==> src/rtl/univ_mod_counter_pkg.sv <==
// Shared types for the universal modulo counter: the per-edge update
// operation and the helper that resolves input priority into one operation.
package univ_mod_counter_pkg;

    // One update is chosen per rising edge; HOLD keeps the count unchanged.
    typedef enum logic [1:0] {
        OP_HOLD  = 2'd0,
        OP_CLEAR = 2'd1,
        OP_LOAD  = 2'd2,
        OP_STEP  = 2'd3
    } op_e;

    // Resolve the request lines into one operation: clear beats load,
    // load beats a count step, and with nothing requested the count holds.
    function automatic op_e select_op(
        input logic syn_clr,
        input logic load,
        input logic step
    );
        op_e op;
        if (syn_clr) begin
            op = OP_CLEAR;
        end else if (load) begin
            op = OP_LOAD;
        end else if (step) begin
            op = OP_STEP;
        end else begin
            op = OP_HOLD;
        end
        return op;
    endfunction

endpackage

==> src/rtl/univ_mod_counter_mod_m_tick.sv <==
// Clock-enable prescaler: counts 0..M-1 while en is high, holds while en
// is low, and raises tick during the cycle it sits on M-1 with en high.
// With M=1 the counter never leaves 0, so tick simply follows en.
module mod_m_tick #(
    parameter int M = 1
) (
    input  logic clk,
    input  logic reset,
    input  logic clr,
    input  logic en,
    output logic tick
);

    // A one-state prescaler still needs a one-bit register.
    localparam int W = (M > 1) ? $clog2(M) : 1;
    localparam logic [W-1:0] LAST = W'(M - 1);

    logic [W-1:0] cnt_reg;
    logic [W-1:0] cnt_next;

    // Next prescaler state: clear wins, otherwise advance and roll over at M-1.
    always_comb begin
        cnt_next = cnt_reg;
        if (clr) begin
            cnt_next = '0;
        end else if (en) begin
            if (cnt_reg == LAST) begin
                cnt_next = '0;
            end else begin
                cnt_next = cnt_reg + W'(1);
            end
        end
    end

    // Prescaler register, cleared immediately by the active-low reset.
    always_ff @(posedge clk or negedge reset) begin
        if (!reset) begin
            cnt_reg <= '0;
        end else begin
            cnt_reg <= cnt_next;
        end
    end

    assign tick = en && (cnt_reg == LAST);

endmodule

==> src/rtl/univ_mod_counter.sv <==
// Universal modulo counter: counts 0..m up or down with wrap or saturate
// at the boundaries, parallel load clipped to m, synchronous clear, a
// prescaled count enable, a one-cycle wrap pulse and a sticky overflow.
module univ_mod_counter
    import univ_mod_counter_pkg::*;
#(
    parameter int N        = 8,
    parameter int PRESCALE = 1
) (
    input  logic         clk,
    input  logic         reset,
    input  logic         syn_clr,
    input  logic         load,
    input  logic         en,
    input  logic         up,
    input  logic         sat,
    input  logic [N-1:0] d,
    input  logic [N-1:0] m,
    output logic [N-1:0] q,
    output logic         max_tick,
    output logic         min_tick,
    output logic         wrap,
    output logic         ovf,
    output logic         tick
);

    logic [N-1:0] q_reg;
    logic [N-1:0] q_next;
    logic         wrap_reg;
    logic         wrap_next;
    logic         ovf_reg;
    logic         ovf_next;
    logic         step;
    op_e          op;

    // The prescaler is cleared together with the count so a clear always
    // restarts a full prescale interval; load leaves it running.
    mod_m_tick #(
        .M (PRESCALE)
    ) u_tick (
        .clk   (clk),
        .reset (reset),
        .clr   (syn_clr),
        .en    (en),
        .tick  (tick)
    );

    assign step = en & tick;
    assign op   = select_op(syn_clr, load, step);

    // Next count and flags. wrap defaults low so it only lasts the one
    // cycle in which the post-wrap count is visible.
    always_comb begin
        q_next    = q_reg;
        wrap_next = 1'b0;
        ovf_next  = ovf_reg;
        unique case (op)
            OP_CLEAR: begin
                q_next   = '0;
                ovf_next = 1'b0;
            end
            OP_LOAD: begin
                // Loads above the top value are clipped to m.
                q_next = (d > m) ? m : d;
            end
            OP_STEP: begin
                if (q_reg > m) begin
                    // m was lowered below the count: pull back to the top
                    // silently, this is not a boundary event.
                    q_next = m;
                end else if (up) begin
                    if (q_reg == m) begin
                        ovf_next = 1'b1;
                        if (sat) begin
                            q_next = m;
                        end else begin
                            q_next    = '0;
                            wrap_next = 1'b1;
                        end
                    end else begin
                        q_next = q_reg + N'(1);
                    end
                end else begin
                    if (q_reg == '0) begin
                        ovf_next = 1'b1;
                        if (sat) begin
                            q_next = '0;
                        end else begin
                            q_next    = m;
                            wrap_next = 1'b1;
                        end
                    end else begin
                        q_next = q_reg - N'(1);
                    end
                end
            end
            default: begin
                q_next = q_reg;
            end
        endcase
    end

    // Count and flag registers, cleared immediately by the active-low reset.
    always_ff @(posedge clk or negedge reset) begin
        if (!reset) begin
            q_reg    <= '0;
            wrap_reg <= 1'b0;
            ovf_reg  <= 1'b0;
        end else begin
            q_reg    <= q_next;
            wrap_reg <= wrap_next;
            ovf_reg  <= ovf_next;
        end
    end

    assign q        = q_reg;
    assign wrap     = wrap_reg;
    assign ovf      = ovf_reg;
    assign max_tick = (q_reg == m);
    assign min_tick = (q_reg == '0);

endmodule

==> config.mk <==
export PLATFORM = sky130hd
export DESIGN_NAME = univ_mod_counter
export DESIGN_NICKNAME = d
export VERILOG_FILES = /design/src/rtl/univ_mod_counter_pkg.sv /design/src/rtl/univ_mod_counter_mod_m_tick.sv /design/src/rtl/univ_mod_counter.sv
export SDC_FILE = /design/constraint.sdc
export NUM_CORES = 1
export LEC_CHECK = 0
export CAP_MARGIN = 20
export CORE_MARGIN = 2
export CORE_UTILIZATION = 35
export CTS_CLUSTER_SIZE = 12
export DETAILED_ROUTE_END_ITERATION = 10
export PLACE_DENSITY = 0.71
export SLEW_MARGIN = 10
export SYNTH_ARGS = -nofsm -noshare
export SYNTH_HDL_FRONTEND = slang
export SYNTH_HIERARCHICAL = 1
export SYNTH_SLANG_ARGS = --single-unit
==> constraint.sdc <==
create_clock -name clk -period 2.18 [get_ports clk]
set_input_delay 0.545 -clock clk [delete_from_list [all_inputs] [get_ports clk]]
set_output_delay 0.545 -clock clk [all_outputs]
set_load 0.01 [all_outputs]
Word-level counts from Yosys, hierarchy flattened:

Cells that the tools add are included.

* add/sub/neg operators: 3
* reduce and logical (&&, ||, !) cells: 6
* bitwise gates (word level): 2
* $lt $le $gt $ge: 2
* equality and inequality tests: 7
* mux-type cells: 25

Operators by type and width (number)
* 2-to-1 mux 8 bit: 7
* case mux 8 bit (3 select lines): 1
* > comparator 8 bit: 2
* 2-to-1 mux 1 bit: 13
* adder 8 x 1 -> 8 bit (second input constant): 1
* == test 8 bit: 1
* zero test 8 bit: 1
* subtractor 8 x 1 -> 8 bit (second input constant): 1
* 2-to-1 mux 2 bit: 3
* inequality test 3 bit (second input constant): 2
* == test 2 bit (second input constant): 2
* AND reduction 4 bit: 1
* nonzero test 2 bit: 2
* nonzero test 3 bit: 1
* == test 2 x 1 -> 1 bit (second input constant): 1
* inequality test 2 bit (second input constant): 1
* case mux 1 bit (2 select lines): 1
* adder 1 bit (second input constant): 1
* bitwise AND 1 bit: 1
* logical AND 1 bit: 1
* NOT 1 bit: 1

* register bits: 11
* output and inout bits: 13
* word-level logic and storage cells: 49
* input port bits: 23

Depth between registers and ports, before layout:

Gate-level depths: netlist (run 1).

* depth after elaboration: 9
* depth in mapped cells: 11
* gate-level depth less buffers: 10

Modules after synthesis:

Netlist (run 1), hierarchy kept.

By module, submodules not included
* univ_mod_counter: instances 1, sequential area each 250.2 um^2, cells an instance 200, area an instance 1552.7 um^2
* mod_m_tick: instances 1, sequential area each 0.0 um^2, cells an instance 1, area an instance 7.5 um^2

Worst setup path after synthesis (run 1):

No wires, ideal clock.

* path kind: input -> register
* from: input port m[5]
* to: register q_reg[5] (netlist: q[5])
* stages: 9
* buffers on the path: 0
* data arrival time: 2083 ps
* data required time: 2054 ps
* slack: -29 ps
* library setup time: 126 ps
* path through: inv_1 -> ha_1 -> a21oi_1 -> nor2_1 -> a211oi_2 -> a2bb2oi_4 -> mux2i_1 -> nor2_1 -> a221o_1

* cells in the longest elaborated chain, start to end: 5
* elaborated cells between the ends (all ways): 11
* those cells by class: order compare: 2; eq/ne: 1; mux: 8

Ends and longest elaborated chain
* start, declared: line univ_mod_counter.sv:18 `input logic [N-1:0] m,`
* parallel branches: the longest is 4 deep, another holds > comparator 8 bit
* case mux 8 bit (3 select lines) (*): line univ_mod_counter.sv:57 `unique case (op)`
* end signal, assigned: line univ_mod_counter.sv:110 `q_reg <= q_next;`
* end, declared: line univ_mod_counter.sv:27 `logic [N-1:0] q_reg;`

Mark *: on every way between the ends.
A chain may end at the register's enable or synchronous reset.

Worst setup path after layout (run 1):

* from: input port m[7]
* to: register q_reg[4] (netlist: q[4])

* cells in the longest elaborated chain, start to end: 5
* elaborated cells between the ends (all ways): 8
* those cells by class: order compare: 2; eq/ne: 1; mux: 5

Ends and longest elaborated chain (line)
* parallel branches: the longest is 4 deep, another holds > comparator 8 bit
* case mux 8 bit (3 select lines) (*): univ_mod_counter.sv:57

Marks and branches as above.

==> insert_results.sql, run 1 <==
INSERT INTO impl_metrics (metric_group, metric, value, unit) VALUES
('outcome', 'outcome', 'finished with violations', ''),
('outcome', 'violations_in_the_final_reports', 'setup timing', ''),
('logic_synthesis', 'post-synth-top-area-fraction', '16.0', '%'),
('clocking', 'holdBufCountCts', '0', ''),
('logic_synthesis', 'post_synth_main_area_contributors', 'sky130_fd_sc_hd__dfrtp_1, sky130_fd_sc_hd__ha_1, sky130_fd_sc_hd__a21oi_1, sky130_fd_sc_hd__nand3_1, sky130_fd_sc_hd__nand2_1', ''),
('clocking', 'clkSinkCount', '10', ''),
('logic_synthesis', 'netlist.top_cell.by_area', 'sky130_fd_sc_hd__dfrtp_1', ''),
('logic_synthesis', 'avgSynthCellArea', '7.76', 'um2'),
('floorplanning', 'floorplan.core_area', '4320', 'um2'),
('routing', 'route.antenna.remaining_nets', '0', ''),
('timing', 'maxSlewViolCount', '0', ''),
('routing', 'drc_errors', '0', ''),
('power', 'power.leakage', '1.16', 'nW'),
('placed_design', 'placed_cells', '327', ''),
('floorplanning', 'floorplan.rows', '24', ''),
('logic_synthesis', 'most_frequently_used_cell_type_in_the_post_synthesis_netlist', 'sky130_fd_sc_hd__ha_1', ''),
('finish', 'post_route_cells_drive_above_1_share', '43.9', '%'),
('timing', 'rsz0062_at_grt', 'true', ''),
('logic_synthesis', 'synthArstFlopShare', '100', '%'),
('global_route', 'grt_antenna_before_repair', '0', ''),
('timing', 'setup_total_negative_slack', '-0.0340', 'ns'),
('clocking', 'cts-root-buf', 'sky130_fd_sc_hd__clkbuf_8', ''),
('critical_path', 'worstPathMaxFanout', '5', ''),
('logic_synthesis', 'synthTopCellsByCount', 'sky130_fd_sc_hd__ha_1, sky130_fd_sc_hd__a21oi_1, sky130_fd_sc_hd__nand2_1', ''),
('global_route', 'grt_pass1_vias', '1842', ''),
('floorplanning', 'die-height', '70.8', 'um'),
('floorplanning', 'total_die_area', '5010', 'um2'),
('critical_path', 'r2r.worst_path.cells', '7', ''),
('clocking', 'worst_setup_hold_path_clk_slew', '0.05', 'ns'),
('finish', 'non_filler_cells_final', '341', ''),
('finish', 'nFillCells', '356', ''),
('logic_synthesis', 'syn_nets', '243', ''),
('critical_path', 'startpoint', 'm[7]', ''),
('global_route', 'gr-usage-all-layers', '22.2', '%'),
('floorplanning', 'die_w', '70.8', 'um'),
('critical_path', 'worstSetupStartpointType', 'input pin', ''),
('clocking', 'cts-htree-levels', '1', ''),
('global_route', 'grt_pass1_wl', '8.85', 'mm'),
('critical_path', 'cp_data_required_time', '2.31', 'ns'),
('timing', 'slew-limit-headroom', '69.1', '%'),
('finish', 'area.growth.synth_to_final', '73.0', '%'),
('timing', 'min_period_over_period', '102', '%'),
('logic_synthesis', 'synth.yosys.warnings', '6', ''),
('timing', 'setup_violation_total_in_the_final_timing_report', '2', ''),
('hold_path', 'hold_path_end', 'q[3]$_DFFE_PN0P_', ''),
('floorplanning', 'io-pin-count', '36', ''),
('routing', 'vias', '1890', ''),
('placed_design', 'globalplace.congestion', '0.849', ''),
('timing', 'fmax', '452', 'MHz'),
('hold_path', 'min-delay-start', 'm[3]', ''),
('logic_synthesis', 'synth_enable_flop_cells', '0', ''),
('finish', 'finalNetCount', '333', ''),
('hold_path', 'min-delay-path-class', 'in2reg', ''),
('clocking', 'cts_buffers', '3', ''),
('logic_synthesis', 'synth-seq-cells', '10', ''),
('placed_design', 'place_hpwl', '3.95', 'mm'),
('clocking', 'clock_tree.buffer_depth', '2', ''),
('critical_path', 'worstSetupEndpointType', 'flop', ''),
('finish', 'num_antenna_cells', '0', ''),
('critical_path', 'r2r-end', 'q[6]$_DFFE_PN0P_', ''),
('timing', 'layout_setup_ws', '-0.0328', 'ns'),
('routing', 'route.final.wire_length', '5.48', 'mm'),
('global_route', 'largest_net_degree_at_the_start_of_global_routing', '19', ''),
('routing', 'avgRoutedWirePerCell', '16.1', 'um'),
('critical_path', 'cp.arrival', '2.34', 'ns'),
('timing', 'hold_violations', '0', ''),
('power', 'cellPowerDensity', '430', 'nW/um2'),
('critical_path', 'timing.rr.start', 'q[1]$_DFFE_PN0P_', ''),
('logic_synthesis', 'syn_area', '1560', 'um2'),
('clocking', 'cts_tree', 'built', ''),
('power', 'ir_drop', '0.262', 'mV');
layer usage:
layer  part of all wire (%)  GRT usage, %  up-vias
met5                      0             0        -
met4                    2.4          8.60        0
met3                    4.2         0.855       10
met2                     50          37.3       56
met1                     44          30.1      897
li1                       -             -      927
power by group:
group | internal (mW) | switching (mW) | leakage (nW)
sequential | 0.202 | 0.0168 | 0.134
combinational | 0.387 | 0.366 | 1.00
clock | 0.120 | 0.0678 | 0.0216
layout by cell type, fill, tap and decap left out, types with 3 or more instances in the layout:
master | netlist | final
sky130_fd_sc_hd__clkbuf_8 | 0 | 3
sky130_fd_sc_hd__o221ai_1 | 3 | 3
sky130_fd_sc_hd__dlygate4sd2_1 | 0 | 4
sky130_fd_sc_hd__a21oi_1 | 17 | 12
sky130_fd_sc_hd__clkdlybuf4s50_1 | 0 | 17
sky130_fd_sc_hd__nand4_1 | 4 | 4
sky130_fd_sc_hd__nor2_1 | 16 | 14
sky130_fd_sc_hd__o211ai_1 | 5 | 5
sky130_fd_sc_hd__a21o_1 | 3 | 3
sky130_fd_sc_hd__nor3_1 | 6 | 6
sky130_fd_sc_hd__nor2_2 | 2 | 3
sky130_fd_sc_hd__a31oi_1 | 5 | 5
sky130_fd_sc_hd__nand3_2 | 2 | 3
sky130_fd_sc_hd__buf_4 | 1 | 48
sky130_fd_sc_hd__buf_6 | 2 | 12
sky130_fd_sc_hd__xor2_1 | 4 | 4
sky130_fd_sc_hd__nand2_1 | 17 | 17
sky130_fd_sc_hd__ha_1 | 19 | 5
sky130_fd_sc_hd__inv_1 | 16 | 8
sky130_fd_sc_hd__a21oi_2 | 0 | 5
sky130_fd_sc_hd__a32oi_1 | 3 | 3
sky130_fd_sc_hd__xnor2_1 | 3 | 3
sky130_fd_sc_hd__mux2i_1 | 4 | 4
sky130_fd_sc_hd__buf_2 | 5 | 5
sky130_fd_sc_hd__ha_4 | 0 | 13
sky130_fd_sc_hd__o21ai_0 | 7 | 5
sky130_fd_sc_hd__inv_2 | 1 | 7
sky130_fd_sc_hd__nand3_1 | 13 | 12
sky130_fd_sc_hd__dfrtp_1 | 10 | 10
sky130_fd_sc_hd__clkdlybuf4s15_2 | 0 | 4
stage by stage:
stage	area [um2]	utilization (%)	total power [mW]
floorplan	1610	-	0.574
global placement	2340	54.1	0.845
detailed placement	2340	54.1	0.855
CTS	2650	61.4	1.12
global route	2700	62.4	1.23
finish	2700	62.4	1.16
logic make-up (layout without fill, tap and decap cells):
logic type / Yosys count / in the layout / share of synthesized area (%)
xor+xnor: 7 / 7 / 3.93
mux: 5 / 5 / 3.29
buf+inv: 27 / 115 / 8.10
simple gates: 72 / 72 / 25.2
compound gates: 61 / 61 / 28.2
fa+ha+maj: 19 / 19 / 15.2
flops: 10 / 10 / 16.0
worst max-delay path, cell delays in order:
cell	delay (ns)
sky130_fd_sc_hd__buf_2	0.11
sky130_fd_sc_hd__inv_2	0.06
sky130_fd_sc_hd__buf_6	0.12
sky130_fd_sc_hd__ha_4	0.25
sky130_fd_sc_hd__nand2_1	0.06
sky130_fd_sc_hd__nor2_1	0.04
sky130_fd_sc_hd__a211oi_2	0.31
sky130_fd_sc_hd__a2bb2oi_4	0.26
sky130_fd_sc_hd__mux2i_1	0.24
sky130_fd_sc_hd__o221ai_1	0.16
sky130_fd_sc_hd__a21o_1	0.17
how the worst max path moves through the flow:
stage,depth (start not counted),slack (ns),endpoint
2_1_floorplan,10,-0.009,q[5]$_DFFE_PN0P_
3_3_place_gp,7,-0.75,max_tick
3_5_place_dp,7,-0.75,max_tick
4_1_cts,11,0.001,q[5]$_DFFE_PN0P_
5_1_grt,13,-0.12,q[7]$_DFFE_PN0P_
6_report,11,-0.03,q[4]$_DFFE_PN0P_
area by class of cell:
type	count	area, um2	area share [%]
Sequential cell	10	250	9.27
Inverter	17	71.3	2.64
Clock buffer	3	41.3	1.53
Timing Repair Buffer	95	841	31.2
Multi-Input combinational cell	164	1430	53.0
Tap cell	52	65.1	2.41
repair_timing:
action,CTS,global route
pin swaps,24,10
buffers inserted,11,1
resized for setup,95,12
endpoints found under the setup margin,12,10
hold endpoints to repair,0,0
Note: power is estimated with default switching activity, not from simulation.
==> run 2: changes to the inputs <==
CTS_CLUSTER_DIAMETER = 80   (was default)
RECOVER_POWER = 100   (was default)
==> run 2 against run 1 <==
The flow still finishes with violations (setup timing). Non-clock buffer count stayed put. Highest routed layer unchanged. Register-to-register slack about the same. Critical path depth unchanged. Critical path type unchanged. First-iteration DRC count is 2.1% lower. Sequential cell count did not move. Count of clock-buffer cells in the layout unchanged. Critical endpoint unchanged. Combinational power is 1% lower. Sequential power about the same. Largest cell class unchanged. Utilization down 0.43 points. Via count is 0.11% higher.
==> insert_results.sql, run 2 (synthesis results as in run 1) <==
INSERT INTO impl_metrics (metric_group, metric, value, unit) VALUES
('clocking', 'holdBufCountCts', '0', ''),
('timing', 'rsz0062_at_grt', 'true', ''),
('timing', 'setup_violation_total_in_the_final_timing_report', '2', ''),
('routing', '1st_pass_router_iterations', '4', ''),
('critical_path', 'critPathKind', 'in2reg', ''),
('critical_path', 'timing.critical_path.buf_inv', '3', ''),
('outcome', 'violations_in_the_final_reports', 'setup timing', ''),
('clocking', 'clock_tree.buffer_depth', '2', ''),
('power', 'power_switching', '0.451', 'mW'),
('finish', 'final_cell_mix', 'sky130_fd_sc_hd__buf_4, sky130_fd_sc_hd__nand2_1, sky130_fd_sc_hd__nor2_1', ''),
('global_route', 'grt_pass1_vias', '1842', ''),
('floorplanning', 'initial_utilization', '36.1', '%'),
('global_route', 'grt_pass1_wl', '8.85', 'mm'),
('power', 'power.leakage', '1.16', 'nW'),
('placed_design', 'placed_cells', '327', ''),
('finish', 'area.growth.synth_to_final', '71.8', '%'),
('critical_path', 'worstPathMaxFanout', '5', ''),
('finish', 'most_frequent_standard_cell_in_the_layout_excluding_fill_and_tap_cells', 'sky130_fd_sc_hd__buf_4', ''),
('timing', 'layout_setup_ws', '-0.0363', 'ns'),
('timing', 'worst_pin_slew', '0.469', 'ns'),
('timing', 'maxSlewViolCount', '0', ''),
('timing', 'hold_violations', '0', ''),
('floorplanning', 'io-pin-count', '36', ''),
('global_route', 'grt_antenna_before_repair', '0', ''),
('placed_design', 'place_hpwl', '3.95', 'mm'),
('critical_path', 'critical_path_cell_count', '11', ''),
('timing', 'slew-limit-headroom', '68.6', '%'),
('timing', 'min_period_over_period', '102', '%'),
('placed_design', 'buffer_ports.inserted', '35', ''),
('global_route', 'globalRoute.totalOverflow', '0', ''),
('finish', 'non_filler_cells_final', '341', ''),
('flow_run', 'maxCapViolCount', '0', ''),
('finish', 'largest_register_ffs', '8', ''),
('outcome', 'outcome', 'finished with violations', ''),
('power', 'power.share.switching', '39.2', '%'),
('finish', 'final_util', '62.0', '%'),
('clocking', 'cts_buffers', '3', ''),
('routing', 'avgRoutedWirePerCell', '16.0', 'um'),
('critical_path', 'crit_chain', 'buf_2 -> inv_2 -> buf_6 -> ha_4 -> nand2_1 -> nor2_1 -> a211oi_2 -> a2bb2oi_4 -> mux2i_1 -> o221ai_1 -> a21o_1', ''),
('clocking', 'worst_setup_hold_path_clk_slew', '0.05', 'ns'),
('timing', 'finClkSkew', '0.00294', 'ns'),
('finish', 'num_antenna_cells', '0', ''),
('critical_path', 'slowest_delay', '0.31', 'ns'),
('global_route', 'gr-usage-all-layers', '22.2', '%'),
('power', 'sequentialPowerShare', '19.1', '%'),
('critical_path', 'worstSetupStartpointType', 'input pin', ''),
('routing', 'drt-initial-drc-count', '138', ''),
('critical_path', 'worstSetupEndpointType', 'flop', ''),
('floorplanning', 'total_die_area', '5010', 'um2'),
('timing', 'finalHoldWorstSlack', '0.531', 'ns'),
('timing', 'fmax', '451', 'MHz'),
('finish', 'nFillCells', '362', ''),
('clocking', 'cts_tree', 'built', ''),
('power', 'p_clk_share', '16.4', '%'),
('critical_path', 'path_delay_family', 'compound AO/OA/AOI/OAI gates', ''),
('placed_design', 'placement.cell_area', '2340', 'um2'),
('critical_path', 'cp.arrival', '2.34', 'ns'),
('power', 'ir_drop', '0.262', 'mV'),
('hold_path', 'min-delay-path-class', 'in2reg', ''),
('placed_design', 'globalplace.congestion', '0.849', ''),
('power', 'pwr-share-comb', '64.6', '%'),
('routing', 'drc_errors', '0', ''),
('clocking', 'clkSinkCount', '10', ''),
('critical_path', 'cp_data_required_time', '2.31', 'ns'),
('routing', 'vias', '1892', ''),
('power', 'cellInternalPower', '0.699', 'mW'),
('routing', 'route.final.wire_length', '5.45', 'mm'),
('clocking', 'clock_latency', '0.24', 'ns'),
('floorplanning', 'floorplan.core_area', '4320', 'um2'),
('floorplanning', 'die_w', '70.8', 'um'),
('routing', 'viasPerCell', '5.55', ''),
('global_route', 'largest_net_degree_at_the_start_of_global_routing', '19', ''),
('clocking', 'cts-root-buf', 'sky130_fd_sc_hd__clkbuf_8', ''),
('routing', 'route.antenna.remaining_nets', '0', ''),
('timing', 'layout_min_cycle_time', '2.22', 'ns'),
('clocking', 'cts-htree-levels', '1', ''),
('critical_path', 'r2r.worst_path.cells', '9', ''),
('floorplanning', 'die-height', '70.8', 'um'),
('finish', 'post_route_cells_drive_above_1_share', '43.9', '%'),
('finish', 'design_area', '2680', 'um2'),
('timing', 'setup_total_negative_slack', '-0.0402', 'ns'),
('finish', 'finalNetCount', '333', ''),
('power', 'cellPowerDensity', '429', 'nW/um2'),
('hold_path', 'whs_path_depth', '2', ''),
('floorplanning', 'floorplan.rows', '24', ''),
('critical_path', 'critical_path.slowest_cell', 'sky130_fd_sc_hd__a211oi_2', '');
-- run 2: changes by cell type in the layout (fill, tap and decap cells not counted) --
cell / delta
sky130_fd_sc_hd__clkbuf_4: +2
sky130_fd_sc_hd__clkdlybuf4s50_1: -5
sky130_fd_sc_hd__dlygate4sd3_1: +5
sky130_fd_sc_hd__buf_4: -7
sky130_fd_sc_hd__clkbuf_2: +6
sky130_fd_sc_hd__buf_6: -1
-- run 2: what timing repair did --
item / CTS / global route
pin swaps: 24 / 10
gates resized for setup: 95 / 12
endpoints found under the setup margin: 12 / 10
setup buffers: 11 / 1
-- run 2: power groups by stage --
stage          clock network [mW]  logic [mW]  registers, mW
2_1_floorplan                   0       0.339          0.236
3_3_place_gp                    0       0.631          0.215
3_5_place_dp                    0       0.640          0.215
4_1_cts                     0.189       0.718          0.217
5_1_grt                     0.196       0.802          0.221
6_report                    0.188       0.743          0.219
-- run 2: worst paths after layout --
kind	slack, ns	to	startpoint
worst max register to register	0.01	wrap$_DFF_PN0_	q[1]$_DFFE_PN0P_
worst min-delay path	0.53	q[3]$_DFFE_PN0P_	m[3]
worst min register to register	0.54	ovf$_DFFE_PN0P_	ovf$_DFFE_PN0P_
max in group asynchronous	1.16	q[0]$_DFFE_PN0P_	reset
worst max-delay path	-0.04	q[4]$_DFFE_PN0P_	m[7]
min in group asynchronous	0.70	q[6]$_DFFE_PN0P_	reset
-- run 2: area by class of cell --
cell class,instances,area (um2),area share (%)
Multi-Input combinational cell,164,1430,53.4
Timing Repair Buffer,95,822,30.7
Sequential cell,10,250,9.34
Inverter,17,71.3,2.66
Tap cell,52,65.1,2.43
Clock buffer,3,41.3,1.54
-- run 2: worst reg2reg max path: stages (launching register included) --
cell                       delay [ns]
sky130_fd_sc_hd__dfrtp_1         0.40
sky130_fd_sc_hd__ha_1            0.32
sky130_fd_sc_hd__nor2b_1         0.13
sky130_fd_sc_hd__o211ai_1        0.23
sky130_fd_sc_hd__a21oi_2         0.11
sky130_fd_sc_hd__o21ai_4         0.21
sky130_fd_sc_hd__buf_4           0.15
sky130_fd_sc_hd__nand2_1         0.07
sky130_fd_sc_hd__buf_4           0.17
sky130_fd_sc_hd__nor3b_1         0.27
-- run 2: per-layer routing --
layer	wire length [um]	up-vias	part of all wire (%)	GRT usage, %
li1	-	928	-	-
met1	2360	889	43	30.1
met2	2660	65	49	37.3
met3	300	10	5.5	0.855
met4	129	0	2.4	8.60
met5	0	-	0	0
-- run 2: per-stage QoR --
step	setup slack (ns)	power, mW
global placement	-0.752	0.845
floorplan	-0.00867	0.574
detailed placement	-0.751	0.855
finish	-0.0363	1.15
global route	-0.125	1.22
CTS	0.00140	1.12
